File: config.mk
export PLATFORM = sky130hd
export DESIGN_NAME = uart_rx_bram_writer
export DESIGN_NICKNAME = d
export VERILOG_FILES = /design/src/rtl/uart_rx_bram_writer.sv
export SDC_FILE = /design/constraint.sdc
export NUM_CORES = 1
export LEC_CHECK = 0
export ABC_CLOCK_PERIOD_IN_PS = 5850
export CAP_MARGIN = 20
export CORE_MARGIN = 4
export CORE_UTILIZATION = 45
export DETAILED_ROUTE_END_ITERATION = 16
export DONT_BUFFER_PORTS = 1
export PLACE_DENSITY = 0.67
export SYNTH_ARGS = -nofsm -noshare
export SYNTH_HDL_FRONTEND = slang
export SYNTH_SLANG_ARGS = --single-unit
File: constraint.sdc
create_clock -name clk -period 5.85 [get_ports clk]
set_input_delay 0.2925 -clock clk [delete_from_list [all_inputs] [get_ports clk]]
set_output_delay 0.2925 -clock clk [all_outputs]
set_load 0.02 [all_outputs]
File: src/rtl/uart_rx_bram_writer.sv
`default_nettype none
// ============================================================================
// Module   : uart_rx_bram_writer
// Purpose  : UART receive channel. Deserialises i_RXD, decodes packets of the
//            form [opcode][length][payload...], packs payload bytes into
//            16-bit words written to a BRAM write port, then writes a header
//            word {opcode,length} at BASE_ADDR. Counts opcode, size/timeout
//            and stop-bit errors with saturating 8-bit counters.
// Ports    : clk, rst            - clock, synchronous active-high reset
//            i_RXD               - serial line, idle high, asynchronous
//            i_Period_Num        - clk cycles per bit, latched at each start bit
//            i_RX_MEM_RST        - clears done/len/counters, restarts packet FSM
//            o_BRAM_EN/WE/Addr/Din - BRAM write port (one-cycle strobes)
//            o_RX_Done, o_RX_Len - last good packet status
//            o_OPCode_ERR, o_Data_Size_ERR, o_Frame_ERR - error counters
// Revision : 1.0 - initial release
// ============================================================================
module uart_rx_bram_writer #(
    parameter int                   MSB_FIRST_MODE = 0,
    parameter int                   ADDR_SIZE      = 16,
    parameter logic [ADDR_SIZE-1:0] BASE_ADDR      = '0,
    parameter logic [7:0]           OPCODE         = 8'hA5,
    parameter int                   MAX_BYTES      = 64,
    parameter int                   TIMEOUT_BITS   = 20
) (
    input  logic                 clk,
    input  logic                 rst,
    input  logic                 i_RXD,
    input  logic [31:0]          i_Period_Num,
    input  logic                 i_RX_MEM_RST,
    output logic                 o_BRAM_EN,
    output logic [1:0]           o_BRAM_WE,
    output logic [ADDR_SIZE-1:0] o_BRAM_Addr,
    output logic [15:0]          o_BRAM_Din,
    output logic                 o_RX_Done,
    output logic [7:0]           o_RX_Len,
    output logic [7:0]           o_OPCode_ERR,
    output logic [7:0]           o_Data_Size_ERR,
    output logic [7:0]           o_Frame_ERR
);

    typedef enum logic [1:0] {
        BIT_IDLE  = 2'd0,
        BIT_START = 2'd1,
        BIT_DATA  = 2'd2,
        BIT_STOP  = 2'd3
    } bit_state_e;

    typedef enum logic [1:0] {
        P_OP   = 2'd0,
        P_LEN  = 2'd1,
        P_DATA = 2'd2,
        P_HDR  = 2'd3
    } pkt_state_e;

    localparam logic [7:0]  c_MAX_LEN      = 8'(MAX_BYTES);
    localparam logic [31:0] c_TIMEOUT_LAST = 32'(TIMEOUT_BITS - 1);

    function automatic logic [7:0] sat_inc(input logic [7:0] v);
        return (v == 8'hFF) ? v : v + 8'd1;
    endfunction

    // ------------------------------------------------------------------
    // State
    // ------------------------------------------------------------------
    logic                 r_sync1_q, r_sync2_q, r_rxd_prev_q;
    bit_state_e           r_bit_state_q, r_bit_state_d;
    logic [31:0]          r_period_q, r_period_d;
    logic [31:0]          r_cnt_q, r_cnt_d;
    logic [2:0]           r_bit_idx_q, r_bit_idx_d;
    logic [7:0]           r_shift_q, r_shift_d;

    pkt_state_e           r_pkt_state_q, r_pkt_state_d;
    logic [7:0]           r_len_q, r_len_d;
    logic [7:0]           r_idx_q, r_idx_d;
    logic [7:0]           r_lo_q, r_lo_d;
    logic [31:0]          r_idle_cyc_q, r_idle_cyc_d;
    logic [31:0]          r_idle_bits_q, r_idle_bits_d;

    logic                 r_bram_en_q, r_bram_en_d;
    logic [ADDR_SIZE-1:0] r_bram_addr_q, r_bram_addr_d;
    logic [15:0]          r_bram_din_q, r_bram_din_d;
    logic                 r_done_q, r_done_d;
    logic [7:0]           r_rx_len_q, r_rx_len_d;
    logic [7:0]           r_op_err_q, r_op_err_d;
    logic [7:0]           r_size_err_q, r_size_err_d;
    logic [7:0]           r_frame_err_q, r_frame_err_d;

    logic                 w_rxd;
    logic                 w_fall;
    logic                 w_byte_vld;
    logic                 w_stop_err;
    logic                 w_timeout;
    logic                 w_last;
    logic [ADDR_SIZE-1:0] w_pay_addr;

    // All line decisions use the second synchroniser stage; the extra
    // delayed copy gives a glitch-free falling-edge detector.
    assign w_rxd  = r_sync2_q;
    assign w_fall = r_rxd_prev_q & ~r_sync2_q;

    // Word k of the payload lives one above the header word.
    assign w_pay_addr = BASE_ADDR + ADDR_SIZE'(1) + ADDR_SIZE'(r_idx_q[7:1]);
    assign w_last     = (r_idx_q == (r_len_q - 8'd1));

    // ------------------------------------------------------------------
    // Bit-level receiver
    // ------------------------------------------------------------------
    always_comb begin
        r_bit_state_d = r_bit_state_q;
        r_period_d    = r_period_q;
        r_cnt_d       = r_cnt_q;
        r_bit_idx_d   = r_bit_idx_q;
        r_shift_d     = r_shift_q;
        w_byte_vld    = 1'b0;
        w_stop_err    = 1'b0;

        case (r_bit_state_q)
            BIT_IDLE: begin
                if (w_fall) begin
                    r_period_d    = i_Period_Num;
                    r_cnt_d       = 32'd0;
                    r_bit_state_d = BIT_START;
                end
            end
            BIT_START: begin
                if (r_cnt_q == (r_period_q >> 1)) begin
                    // Line back high at mid-start means a glitch: drop it.
                    r_cnt_d       = 32'd0;
                    r_bit_idx_d   = 3'd0;
                    r_bit_state_d = w_rxd ? BIT_IDLE : BIT_DATA;
                end else begin
                    r_cnt_d = r_cnt_q + 32'd1;
                end
            end
            BIT_DATA: begin
                if (r_cnt_q == (r_period_q - 32'd1)) begin
                    r_cnt_d     = 32'd0;
                    r_bit_idx_d = r_bit_idx_q + 3'd1;
                    if (MSB_FIRST_MODE != 0) begin
                        r_shift_d = {r_shift_q[6:0], w_rxd};
                    end else begin
                        r_shift_d = {w_rxd, r_shift_q[7:1]};
                    end
                    if (r_bit_idx_q == 3'd7) begin
                        r_bit_state_d = BIT_STOP;
                    end
                end else begin
                    r_cnt_d = r_cnt_q + 32'd1;
                end
            end
            BIT_STOP: begin
                if (r_cnt_q == (r_period_q - 32'd1)) begin
                    r_cnt_d       = 32'd0;
                    w_byte_vld    = w_rxd;
                    w_stop_err    = ~w_rxd;
                    r_bit_state_d = BIT_IDLE;
                end else begin
                    r_cnt_d = r_cnt_q + 32'd1;
                end
            end
            default: r_bit_state_d = BIT_IDLE;
        endcase
    end

    // ------------------------------------------------------------------
    // Packet decoder, BRAM write generation and error counters
    // ------------------------------------------------------------------
    always_comb begin
        r_pkt_state_d = r_pkt_state_q;
        r_len_d       = r_len_q;
        r_idx_d       = r_idx_q;
        r_lo_d        = r_lo_q;
        r_idle_cyc_d  = 32'd0;
        r_idle_bits_d = 32'd0;
        r_bram_en_d   = 1'b0;
        r_bram_addr_d = r_bram_addr_q;
        r_bram_din_d  = r_bram_din_q;
        r_done_d      = r_done_q;
        r_rx_len_d    = r_rx_len_q;
        r_op_err_d    = r_op_err_q;
        r_size_err_d  = r_size_err_q;
        r_frame_err_d = r_frame_err_q;
        w_timeout     = 1'b0;

        // Inter-byte timeout: counted in whole bit periods while the line
        // is idle inside a packet, so no multiplier is needed.
        if (((r_pkt_state_q == P_LEN) || (r_pkt_state_q == P_DATA)) &&
            (r_bit_state_q == BIT_IDLE)) begin
            if (r_idle_cyc_q == (r_period_q - 32'd1)) begin
                if (r_idle_bits_q == c_TIMEOUT_LAST) begin
                    w_timeout = 1'b1;
                end else begin
                    r_idle_bits_d = r_idle_bits_q + 32'd1;
                end
            end else begin
                r_idle_cyc_d  = r_idle_cyc_q + 32'd1;
                r_idle_bits_d = r_idle_bits_q;
            end
        end

        case (r_pkt_state_q)
            P_OP: begin
                if (w_byte_vld) begin
                    if (r_shift_q == OPCODE) begin
                        r_pkt_state_d = P_LEN;
                    end else begin
                        r_op_err_d = sat_inc(r_op_err_q);
                    end
                end
            end
            P_LEN: begin
                if (w_byte_vld) begin
                    if ((r_shift_q == 8'd0) || (r_shift_q > c_MAX_LEN)) begin
                        r_size_err_d  = sat_inc(r_size_err_q);
                        r_pkt_state_d = P_OP;
                    end else begin
                        r_len_d       = r_shift_q;
                        r_idx_d       = 8'd0;
                        r_pkt_state_d = P_DATA;
                    end
                end
            end
            P_DATA: begin
                if (w_byte_vld) begin
                    r_idx_d = r_idx_q + 8'd1;
                    if (!r_idx_q[0]) begin
                        r_lo_d = r_shift_q;
                        if (w_last) begin
                            // Odd length: flush the half word with a zero top byte.
                            r_bram_en_d   = 1'b1;
                            r_bram_addr_d = w_pay_addr;
                            r_bram_din_d  = {8'h00, r_shift_q};
                            r_pkt_state_d = P_HDR;
                        end
                    end else begin
                        r_bram_en_d   = 1'b1;
                        r_bram_addr_d = w_pay_addr;
                        r_bram_din_d  = {r_shift_q, r_lo_q};
                        if (w_last) begin
                            r_pkt_state_d = P_HDR;
                        end
                    end
                end
            end
            P_HDR: begin
                r_bram_en_d   = 1'b1;
                r_bram_addr_d = BASE_ADDR;
                r_bram_din_d  = {OPCODE, r_len_q};
                r_done_d      = 1'b1;
                r_rx_len_d    = r_len_q;
                r_pkt_state_d = P_OP;
            end
            default: r_pkt_state_d = P_OP;
        endcase

        // A bad stop bit drops the byte and abandons any packet in progress.
        if (w_stop_err) begin
            r_frame_err_d = sat_inc(r_frame_err_q);
            if ((r_pkt_state_q == P_LEN) || (r_pkt_state_q == P_DATA)) begin
                r_pkt_state_d = P_OP;
            end
        end

        if (w_timeout) begin
            r_size_err_d  = sat_inc(r_size_err_q);
            r_pkt_state_d = P_OP;
            r_idle_cyc_d  = 32'd0;
            r_idle_bits_d = 32'd0;
        end

        // Memory-side clear wins over any same-cycle update; the bit
        // receiver keeps running so a byte in flight is not corrupted.
        if (i_RX_MEM_RST) begin
            r_pkt_state_d = P_OP;
            r_idx_d       = 8'd0;
            r_bram_en_d   = 1'b0;
            r_done_d      = 1'b0;
            r_rx_len_d    = 8'd0;
            r_op_err_d    = 8'd0;
            r_size_err_d  = 8'd0;
            r_frame_err_d = 8'd0;
            r_idle_cyc_d  = 32'd0;
            r_idle_bits_d = 32'd0;
        end
    end

    // ------------------------------------------------------------------
    // Registers
    // ------------------------------------------------------------------
    always_ff @(posedge clk) begin
        if (rst) begin
            r_sync1_q     <= 1'b1;
            r_sync2_q     <= 1'b1;
            r_rxd_prev_q  <= 1'b1;
            r_bit_state_q <= BIT_IDLE;
            r_period_q    <= 32'd0;
            r_cnt_q       <= 32'd0;
            r_bit_idx_q   <= 3'd0;
            r_shift_q     <= 8'd0;
            r_pkt_state_q <= P_OP;
            r_len_q       <= 8'd0;
            r_idx_q       <= 8'd0;
            r_lo_q        <= 8'd0;
            r_idle_cyc_q  <= 32'd0;
            r_idle_bits_q <= 32'd0;
            r_bram_en_q   <= 1'b0;
            r_bram_addr_q <= '0;
            r_bram_din_q  <= 16'd0;
            r_done_q      <= 1'b0;
            r_rx_len_q    <= 8'd0;
            r_op_err_q    <= 8'd0;
            r_size_err_q  <= 8'd0;
            r_frame_err_q <= 8'd0;
        end else begin
            r_sync1_q     <= i_RXD;
            r_sync2_q     <= r_sync1_q;
            r_rxd_prev_q  <= r_sync2_q;
            r_bit_state_q <= r_bit_state_d;
            r_period_q    <= r_period_d;
            r_cnt_q       <= r_cnt_d;
            r_bit_idx_q   <= r_bit_idx_d;
            r_shift_q     <= r_shift_d;
            r_pkt_state_q <= r_pkt_state_d;
            r_len_q       <= r_len_d;
            r_idx_q       <= r_idx_d;
            r_lo_q        <= r_lo_d;
            r_idle_cyc_q  <= r_idle_cyc_d;
            r_idle_bits_q <= r_idle_bits_d;
            r_bram_en_q   <= r_bram_en_d;
            r_bram_addr_q <= r_bram_addr_d;
            r_bram_din_q  <= r_bram_din_d;
            r_done_q      <= r_done_d;
            r_rx_len_q    <= r_rx_len_d;
            r_op_err_q    <= r_op_err_d;
            r_size_err_q  <= r_size_err_d;
            r_frame_err_q <= r_frame_err_d;
        end
    end

    assign o_BRAM_EN       = r_bram_en_q;
    assign o_BRAM_WE       = {2{r_bram_en_q}};
    assign o_BRAM_Addr     = r_bram_addr_q;
    assign o_BRAM_Din      = r_bram_din_q;
    assign o_RX_Done       = r_done_q;
    assign o_RX_Len        = r_rx_len_q;
    assign o_OPCode_ERR    = r_op_err_q;
    assign o_Data_Size_ERR = r_size_err_q;
    assign o_Frame_ERR     = r_frame_err_q;

endmodule
`default_nettype wire

# --- Word level (Yosys, flattened, before mapping) ---
# Index checks and enable logic that the tools add are counted.
classes:
  bitwise_logic: 8
  n_reduce_logical: 28
  add_sub_neg: 11
  mux: 52
  eq_ne: 25
  magnitude_cmp: 1
ops:
  columns: ["op", "n"]
  rows:
  - ["$mux 32", 4]
  - ["$add 32x1->32 const B", 3]
  - ["$mux 16", 6]
  - ["$pmux 32 s3", 1]
  - ["$eq 32x32->1", 2]
  - ["$mux 8", 8]
  - ["$pmux 16 s2", 2]
  - ["$add 8x1->8 const B", 4]
  - ["$eq 32x31->1", 1]
  - ["$eq 32x5->1 const B", 1]
  - ["$eq 8x8->1 const B", 4]
  - ["$sub 32x1->32 const B", 1]
  - ["$mux 2", 14]
  - ["$ne 2x2->1 const B", 8]
  - ["$pmux 2 s4", 2]
  - ["$pmux 8 s2", 1]
  - ["$reduce_and 3->1", 5]
  - ["$reduce_bool 2->1", 6]
  - ["$mux 1", 10]
  - ["$add 1x7->8 const A", 1]
  - ["$eq 2x2->1 const B", 4]
  - ["$eq 8x8->1", 1]
  - ["$gt 8x7->1 const B", 1]
  - ["$logic_not 8->1", 1]
  - ["20 further kinds", 34]
word_totals:
  input_bits: 36
  out_inout_bits: 68
  ff_bits: 236

# --- Depth between registers and ports, before layout ---
# Gate-level depths: netlist of run 1.
logic_depth:
  word_depth: 8
  depth_mapped: 17
  mapped_depth_nobuf: 12

# --- Worst setup path after synthesis of run 1 ---
# No wires, ideal clock.
synth_timing:
  path_kind: "flip-flop to flip-flop"
  startpoint: "register r_period_q[1]"
  endpoint: "register r_bram_din_q[14] (netlist: o_BRAM_Din[14])"
  stages_incl_launch_ff: 17
  t_required_ns: 5.733
  n_path_buf: 4
  slack_ns: 1.299
  t_arrival_ns: 4.434
  cell_sequence: "dfxtp_1 > clkbuf_1 > inv_1 > ha_1 > or3b_1 > clkbuf_1 > or4_1 > buf_2 > nor4_1 > mux2_2 > a2111oi_0 > nand4_2 > nor3_4 > a31oi_4 > nor2b_1 > buf_2 > a22o_1"
synth_between:
  elab_chain_len: 6
synth_rtl:
  columns: ["element", "line", "rtl"]
  rows:
  - ["from (decl)", "68", "logic [31:0] r_period_q, r_period_d;"]
  - ["from (signal assigned)", "320", "r_period_q <= r_period_d;"]
  - ["$sub 32x1->32", "153", "if (r_cnt_q == (r_period_q - 32'd1)) begin"]
  - ["$eq 32x32->1", "153", null]
  - ["$mux 1", "153", null]
  - ["$mux 1", "118", "case (r_bit_state_q)"]
  - ["$ne 2x2->1 (no line)", null, null]
  - ["$reduce_and 3->1 (no line)", null, null]
  - ["to (signal assigned)", "332", "r_bram_din_q <= r_bram_din_d;"]
  - ["to (decl)", "82", "logic [15:0] r_bram_din_q, r_bram_din_d;"]
# Every way passes these cells.
# A chain may end at the register's enable or synchronous reset.

# --- Worst setup path after layout of run 1 ---
layout_timing:
  startpoint: "register r_period_q[0]"
  endpoint: "register r_idx_q[7]"
layout_between:
  elab_chain_len: 6
layout_rtl:
  columns: ["element", "line", "rtl"]
  rows:
  - ["$sub 32x1->32 (*)", "153", null]
  - ["$eq 32x32->1 (*)", "153", null]
  - ["$mux 1 (*)", "153", null]
  - ["$mux 1 (*)", "118", null]
  - ["$ne 2x2->1 (no line)", null, null]
  - ["$reduce_and 4->1 (no line) (*)", null, null]
  - ["to (signal assigned)", "326", "r_idx_q <= r_idx_d;"]
  - ["to (decl)", "75", "logic [7:0] r_idx_q, r_idx_d;"]
# Mark *: on every way between the ends. The rest lies on a longest branch, timed or not.

==> results.tsv, run 1 <==
stage	metric	value	unit
outcome	status	finished clean	
sta	min_period	5.13	ns
place	port_buffers	0	
clock_network	clk_latency	0.54	ns
worst_setup_path	worstPathRequired	6.26	ns
global_routing	grt_pass1_vias	11200	
yosys	yosys.area.top_type	dfxtp_1	
yosys	synth_top_area_share	34.6	%
clock_network	cts_buffers	25	
clock_network	cts_buffer_depth	3	
yosys	synth_seq_cells	228	
yosys	synth-edff-count	0	
worst_setup_path	crit_path_max_incr_delay	0.64	ns
worst_setup_path	crit_path_end_kind	flip-flop	
floorplan	die_width	179	um
worst_setup_path	cp_max_fo	14	
layout	area_growth	10.1	%
yosys	synthCells	1660	
yosys	yosysWarnings	0	
yosys	synthesis.area	13200	um^2
sta	grt_setup_unrepaired	false	
sta	setup_viol	0	
clock_network	cts.sinks	228	
pwr	vdd_drop_max	0.000220	V
sta	clock.fmax	195	MHz
pwr	power_leakage	5.26	nW
sta	final.setup.tns	0	ns
worst_setup_path	slowest_stage	or4_1	
sta	post-route-period-util	87.6	%
clock_network	post_cts_buffers	0	
layout	drive_gt1_share	5.88	%
yosys	synth_area_per_cell	7.95	um^2
floorplan	initial_core_util	45.8	%
yosys	ys_top_cells_by_area	dfxtp_1, xor2_1, xnor2_1	
global_routing	overflow	0	
floorplan	fp.coreArea	28800	um^2
place	place.gp.congestion	1.08	
layout	num_antenna_cells	0	
floorplan	die_y	179	um
sta	fin_skew	0.0184	ns
route	vias	11900	
global_routing	grt_max_degree	79	
route	antenna_left	0	
clock_network	cts_max_level	1	
route	drc	0	
layout	multiInputGateArea	7950	um^2
run	drv_cap	0	
sta	worst_slew_pin_slew	1.03	ns
route	drt_first_iter_violations	909	
worst_setup_path	crit_arrival	5.54	ns
global_routing	antenna_found_initial	0	
worst_setup_path	cp_top_family	simple AND/OR/NAND/NOR gates	
floorplan	fp.dieArea	32100	um^2
pwr	finalPower	0.00364	W
yosys	yosysUniqueCellTypes	80	
yosys	synthArstFlopShare	0	%
clock_network	root_buffer	clkbuf_16	
sta	hold_viol	0	
place	place_hpwl	28500	um
sta	drv_slew	0	
pwr	powerDensity	250	nW/um^2
worst_setup_path	critPathBufInv	2	
route	wl_per_cell	19.3	um
global_routing	grtUsageTotal	24.0	%
layout	regArea	4560	um^2
yosys	yosysSeqAreaShare	34.6	%
worst_setup_path	path_cells	inv_1 -> ha_1 -> or3b_1 -> or4_1 -> nor4_1 -> mux2_2 -> a2111oi_0 -> nand4_2 -> nor3_4 -> buf_4 -> nand3_2 -> o21ai_2 -> nor2_1	
global_routing	grt_pass1_wl	62100	um
hold_path	holdCritPathClass	primary input to flip-flop	
route	wirelength	39000	um
route	avgViaCountPerCell	5.89	
layout	fin_nets	1670	
worst_setup_path	start_kind	flip-flop	
floorplan	num_rows	62	
clock_network	clk_pin_slew	0.06	ns
yosys	synth_ff_type	dfxtp_1	
sta	slew_headroom	31.5	%
layout	fillers	2740	
floorplan	pin_count	104	
clock_network	cts_tree	done	
worst_setup_path	crit_type	flip-flop to flip-flop	
route	dr.pass1.iters	5	
[path summary, 6_finish.rpt]
path | startpoint | to | slack, ns | cells after the start
hold reg to reg | r_sync1_q | r_sync2_q | 0.43 | 1
setup reg to reg | r_period_q[0] | r_idx_q[7] | 0.72 | 13
hold / removal | rst | r_idx_q[1] | 0.06 | 2
setup / recovery | r_period_q[0] | r_idx_q[7] | 0.72 | 13
[layout by cell type (no fill, tap or decap), types with 11 or more instances in the layout]
| master | synthesis | final |
|---|---|---|
| or3_1 | 35 | 35 |
| ha_1 | 17 | 17 |
| and2_1 | 13 | 13 |
| xor2_1 | 94 | 94 |
| clkbuf_16 | 0 | 25 |
| nand4_1 | 42 | 42 |
| a21oi_1 | 108 | 108 |
| nor2_1 | 152 | 152 |
| and4_1 | 15 | 15 |
| nor3_1 | 36 | 34 |
| buf_4 | 12 | 22 |
| dfxtp_1 | 228 | 228 |
| nor2b_1 | 11 | 11 |
| nor4_1 | 37 | 35 |
| nand2b_1 | 33 | 33 |
| nand3_1 | 59 | 59 |
| or2_2 | 11 | 11 |
| xnor2_1 | 88 | 88 |
| or4_1 | 23 | 23 |
| dlygate4sd3_1 | 0 | 34 |
| a31oi_1 | 36 | 36 |
| inv_1 | 40 | 40 |
| o21ai_0 | 61 | 61 |
| a22o_1 | 13 | 13 |
| and3_1 | 35 | 35 |
| mux2i_1 | 47 | 47 |
| nand2_1 | 169 | 169 |
[power breakdown]
group          total, W  internal (W)  leakage (nW)  switching, W
clock network   0.00158      0.000953         0.409      0.000628
logic          0.000471      0.000173          3.01      0.000299
registers       0.00158       0.00156          1.84     0.0000224
[cells in the mapped netlist (6+ instances only)]
library cell / count
a21oi_1: 108
a22o_1: 13
a31oi_1: 36
and2_1: 13
and3_1: 35
and4_1: 15
buf_2: 22
buf_4: 12
clkbuf_1: 94
dfxtp_1: 228
ha_1: 17
inv_1: 40
mux2i_1: 47
nand2_1: 169
nand2b_1: 33
nand3_1: 59
nand3b_1: 10
nand4_1: 42
nor2_1: 152
nor2b_1: 11
nor3_1: 36
nor3b_1: 6
nor4_1: 37
o211ai_1: 6
o21ai_0: 61
o31ai_1: 10
or2_2: 11
or3_1: 35
or4_1: 23
xnor2_1: 88
xor2_1: 94
[registers in the layout, summed over array words and instances, names as in the netlist, 16 cells and up, named ones only]
| name | flops |
|---|---|
| r_period_q | 32 |
| r_idle_bits_q | 32 |
| r_idle_cyc_q | 32 |
| r_cnt_q | 32 |
| o_BRAM_Din | 16 |
[kinds of logic after synthesis]
| group | count (synthesis) | synth area share (%) |
|---|---|---|
| AND/OR/NAND/NOR | 708 | 27.9 |
| AO/OA/AOI/OAI | 297 | 14.2 |
| flip-flops | 228 | 34.6 |
| XOR/XNOR | 182 | 12.1 |
| buffers and inverters | 175 | 5.59 |
| multiplexers | 52 | 3.99 |
| adder cells (fa/ha/maj) | 17 | 1.61 |
| other | 1 | 0.0284 |
[per-layer routing]
metal | track usage [%] | part of all wire, %
met4 | 7.71 | 3.4
met1 | 32.7 | 44
met2 | 37.8 | 44
met5 | 0 | 0
met3 | 5.44 | 8.5
[timing repair]
action,CTS,global route
gates resized for setup,0,0
setup endpoints to repair,0,0
endpoints found under the hold margin,78,0
hold buffers,35,0
[layout make-up]
type / instances / share of cell area, %
Clock buffer: 38 / 5.06
Clock inverter: 6 / 0.654
Inverter: 40 / 1.03
Multi-Input combinational cell: 1264 / 54.7
Sequential cell: 228 / 31.4
Tap cell: 384 / 3.31
Timing Repair Buffer: 58 / 3.81
[through the flow]
stage / cell area, um^2 / instances / util [%] / hold slack, ns / worst slack, ns
5_1_grt: 14500 / 2018 / 50.5 / 0.0500 / 0.366
6_report: 14500 / 2018 / 50.5 / 0.0610 / 0.724
4_1_cts: 14500 / 2017 / 50.4 / 0.0514 / 0.737
3_5_place_dp: 13300 / 1938 / 46.3 / 0.377 / 0.776
3_3_place_gp: 13300 / 1938 / 46.3 / 0.373 / 0.826
2_1_floorplan: 13200 / 1667 / - / 0.389 / 1.30
(Power assumes the default switching activity.)
==> run 2: changes to the inputs <==
--- a/config.mk
+++ b/config.mk
@@ -9,6 +9,7 @@
 export CAP_MARGIN = 20
 export CORE_MARGIN = 4
 export CORE_UTILIZATION = 45
+export CTS_BUF_LIST = sky130_fd_sc_hd__clkbuf_16
 export DETAILED_ROUTE_END_ITERATION = 16
 export DONT_BUFFER_PORTS = 1
 export PLACE_DENSITY = 0.67
==> results.tsv, run 2 (synthesis gave the netlist of run 1 again) <==
stage	metric	value	unit
outcome	status	finished clean	
worst_setup_path	path_cells	inv_1 -> ha_1 -> or3b_1 -> or4_1 -> nor4_1 -> mux2_2 -> a2111oi_0 -> nand4_2 -> nor3_4 -> buf_4 -> nand3_2 -> o21ai_2 -> nor2_1	
place	port_buffers	0	
route	drt_first_iter_violations	951	
clock_network	cts_resized	0	
place	placed_cell_area	13300	um^2
sta	whs	0.0678	ns
sta	drv_slew	0	
sta	hold_viol	0	
route	wirelength	39000	um
clock_network	clk_latency	0.54	ns
worst_setup_path	cp_max_fo	14	
place	place_hpwl	28500	um
clock_network	post_cts_buffers	0	
worst_setup_path	start_kind	flip-flop	
place	dpl.cell_count	1938	
route	avgViaCountPerCell	5.89	
floorplan	pin_count	104	
sta	fin_skew	0.0165	ns
route	vias	11900	
floorplan	fp.dieArea	32100	um^2
clock_network	cts_max_level	1	
hold_path	min_path_cells	2	
sta	setup_viol	0	
clock_network	cts_buffers	25	
clock_network	cts_buffer_depth	3	
global_routing	grt_max_degree	79	
worst_setup_path	crit_path_end_kind	flip-flop	
global_routing	antenna_found_initial	0	
floorplan	num_rows	62	
hold_path	hold_end	r_idx_q[1]	
layout	fin_nets	1670	
layout	mostFrequentLayoutCell	dfxtp_1	
worst_setup_path	slowest_stage	or4_1	
layout	layout_common_cells	dfxtp_1, nand2_1, nor2_1	
route	dr.pass1.iters	5	
route	antenna_left	0	
pwr	powerDensity	245	nW/um^2
floorplan	initial_core_util	45.8	%
sta	grt_setup_unrepaired	false	
clock_network	root_buffer	clkbuf_16	
run	drv_cap	0	
sta	clock.fmax	194	MHz
floorplan	die_width	179	um
worst_setup_path	worstPathRequired	6.26	ns
sta	slew_headroom	32.1	%
layout	fin_util	50.3	%
route	wl_per_cell	19.3	um
pwr	power_leakage	5.26	nW
worst_setup_path	crit_type	flip-flop to flip-flop	
worst_setup_path	crit_arrival	5.56	ns
layout	final_area	14500	um^2
worst_setup_path	r2r-start	r_period_q[0]	
floorplan	fp.coreArea	28800	um^2
clock_network	clk_pin_slew	0.06	ns
pwr	vdd_drop_max	0.000220	V
global_routing	grtUsageTotal	24.0	%
global_routing	grt_pass1_vias	11200	
worst_setup_path	reg2reg_depth	13	
worst_setup_path	ff2ff_setup_slack	0.70	ns
worst_setup_path	crit_path_max_incr_delay	0.64	ns
sta	worst_slew_pin_slew	1.01	ns
worst_setup_path	cp_top_family	simple AND/OR/NAND/NOR gates	
hold_path	holdCritPathClass	primary input to flip-flop	
layout	drive_gt1_share	5.51	%
global_routing	grt_pass1_wl	62100	um
global_routing	overflow	0	
hold_path	hp-start	rst	
layout	fin_cells	2018	
floorplan	die_y	179	um
sta	min_period	5.15	ns
clock_network	cts_tree	done	
sta	final.setup.tns	0	ns
layout	num_antenna_cells	0	
layout	area_growth	9.71	%
place	place.gp.congestion	1.08	
sta	post-route-period-util	88.0	%
route	drc	0	
clock_network	cts.sinks	228	
worst_setup_path	rr_endpoint	r_idx_q[7]	
worst_setup_path	critPathBufInv	2	
==> run 2: layer usage <==
metal	up-vias	global-route usage, %	wire length [um]
met1	5604	32.7	17000
met4	0	7.71	1260
li1	5755	-	-
met3	84	5.44	3330
met2	441	37.7	17300
met5	-	0	0
==> run 2: layout make-up <==
type	count	area, um^2
inverters	40	150
well taps	384	480
multi-input cells	1264	7950
fillers	2748	14300
clock buffers	25	626
repair buffers	58	561
clock inverters	19	144
flip-flops and latches	228	4560
==> run 2: report_power, final <==
part           total (W)  switching (W)  leakage [nW]  internal [W]
logic           0.000472       0.000299          3.01      0.000173
clock network    0.00149       0.000627         0.405      0.000862
registers        0.00158      0.0000226          1.84       0.00156
==> run 2: metrics by stage <==
step	total power [W]	setup slack (ns)
detailed placement	0.00204	0.776
global route	0.00368	0.366
global placement	0.00205	0.826
floorplan	0.00194	1.30
finish	0.00355	0.701
CTS	0.00357	0.736
==> run 2: worst max path at each step <==
stage | from | to | cells past startpoint
floorplan | r_period_q[1] | o_BRAM_Din[14] | 16
global placement | r_period_q[0] | r_idx_q[7] | 13
detailed placement | r_period_q[0] | r_idx_q[4] | 13
CTS | r_period_q[0] | r_idx_q[7] | 13
global route | r_period_q[0] | r_idx_q[5] | 13
finish | r_period_q[0] | r_idx_q[7] | 13
==> run 2: repair_timing <==
action | in CTS | in global routing
setup endpoints to repair | 0 | 0
endpoints found under the hold margin | 78 | 0
hold buffers | 35 | 0
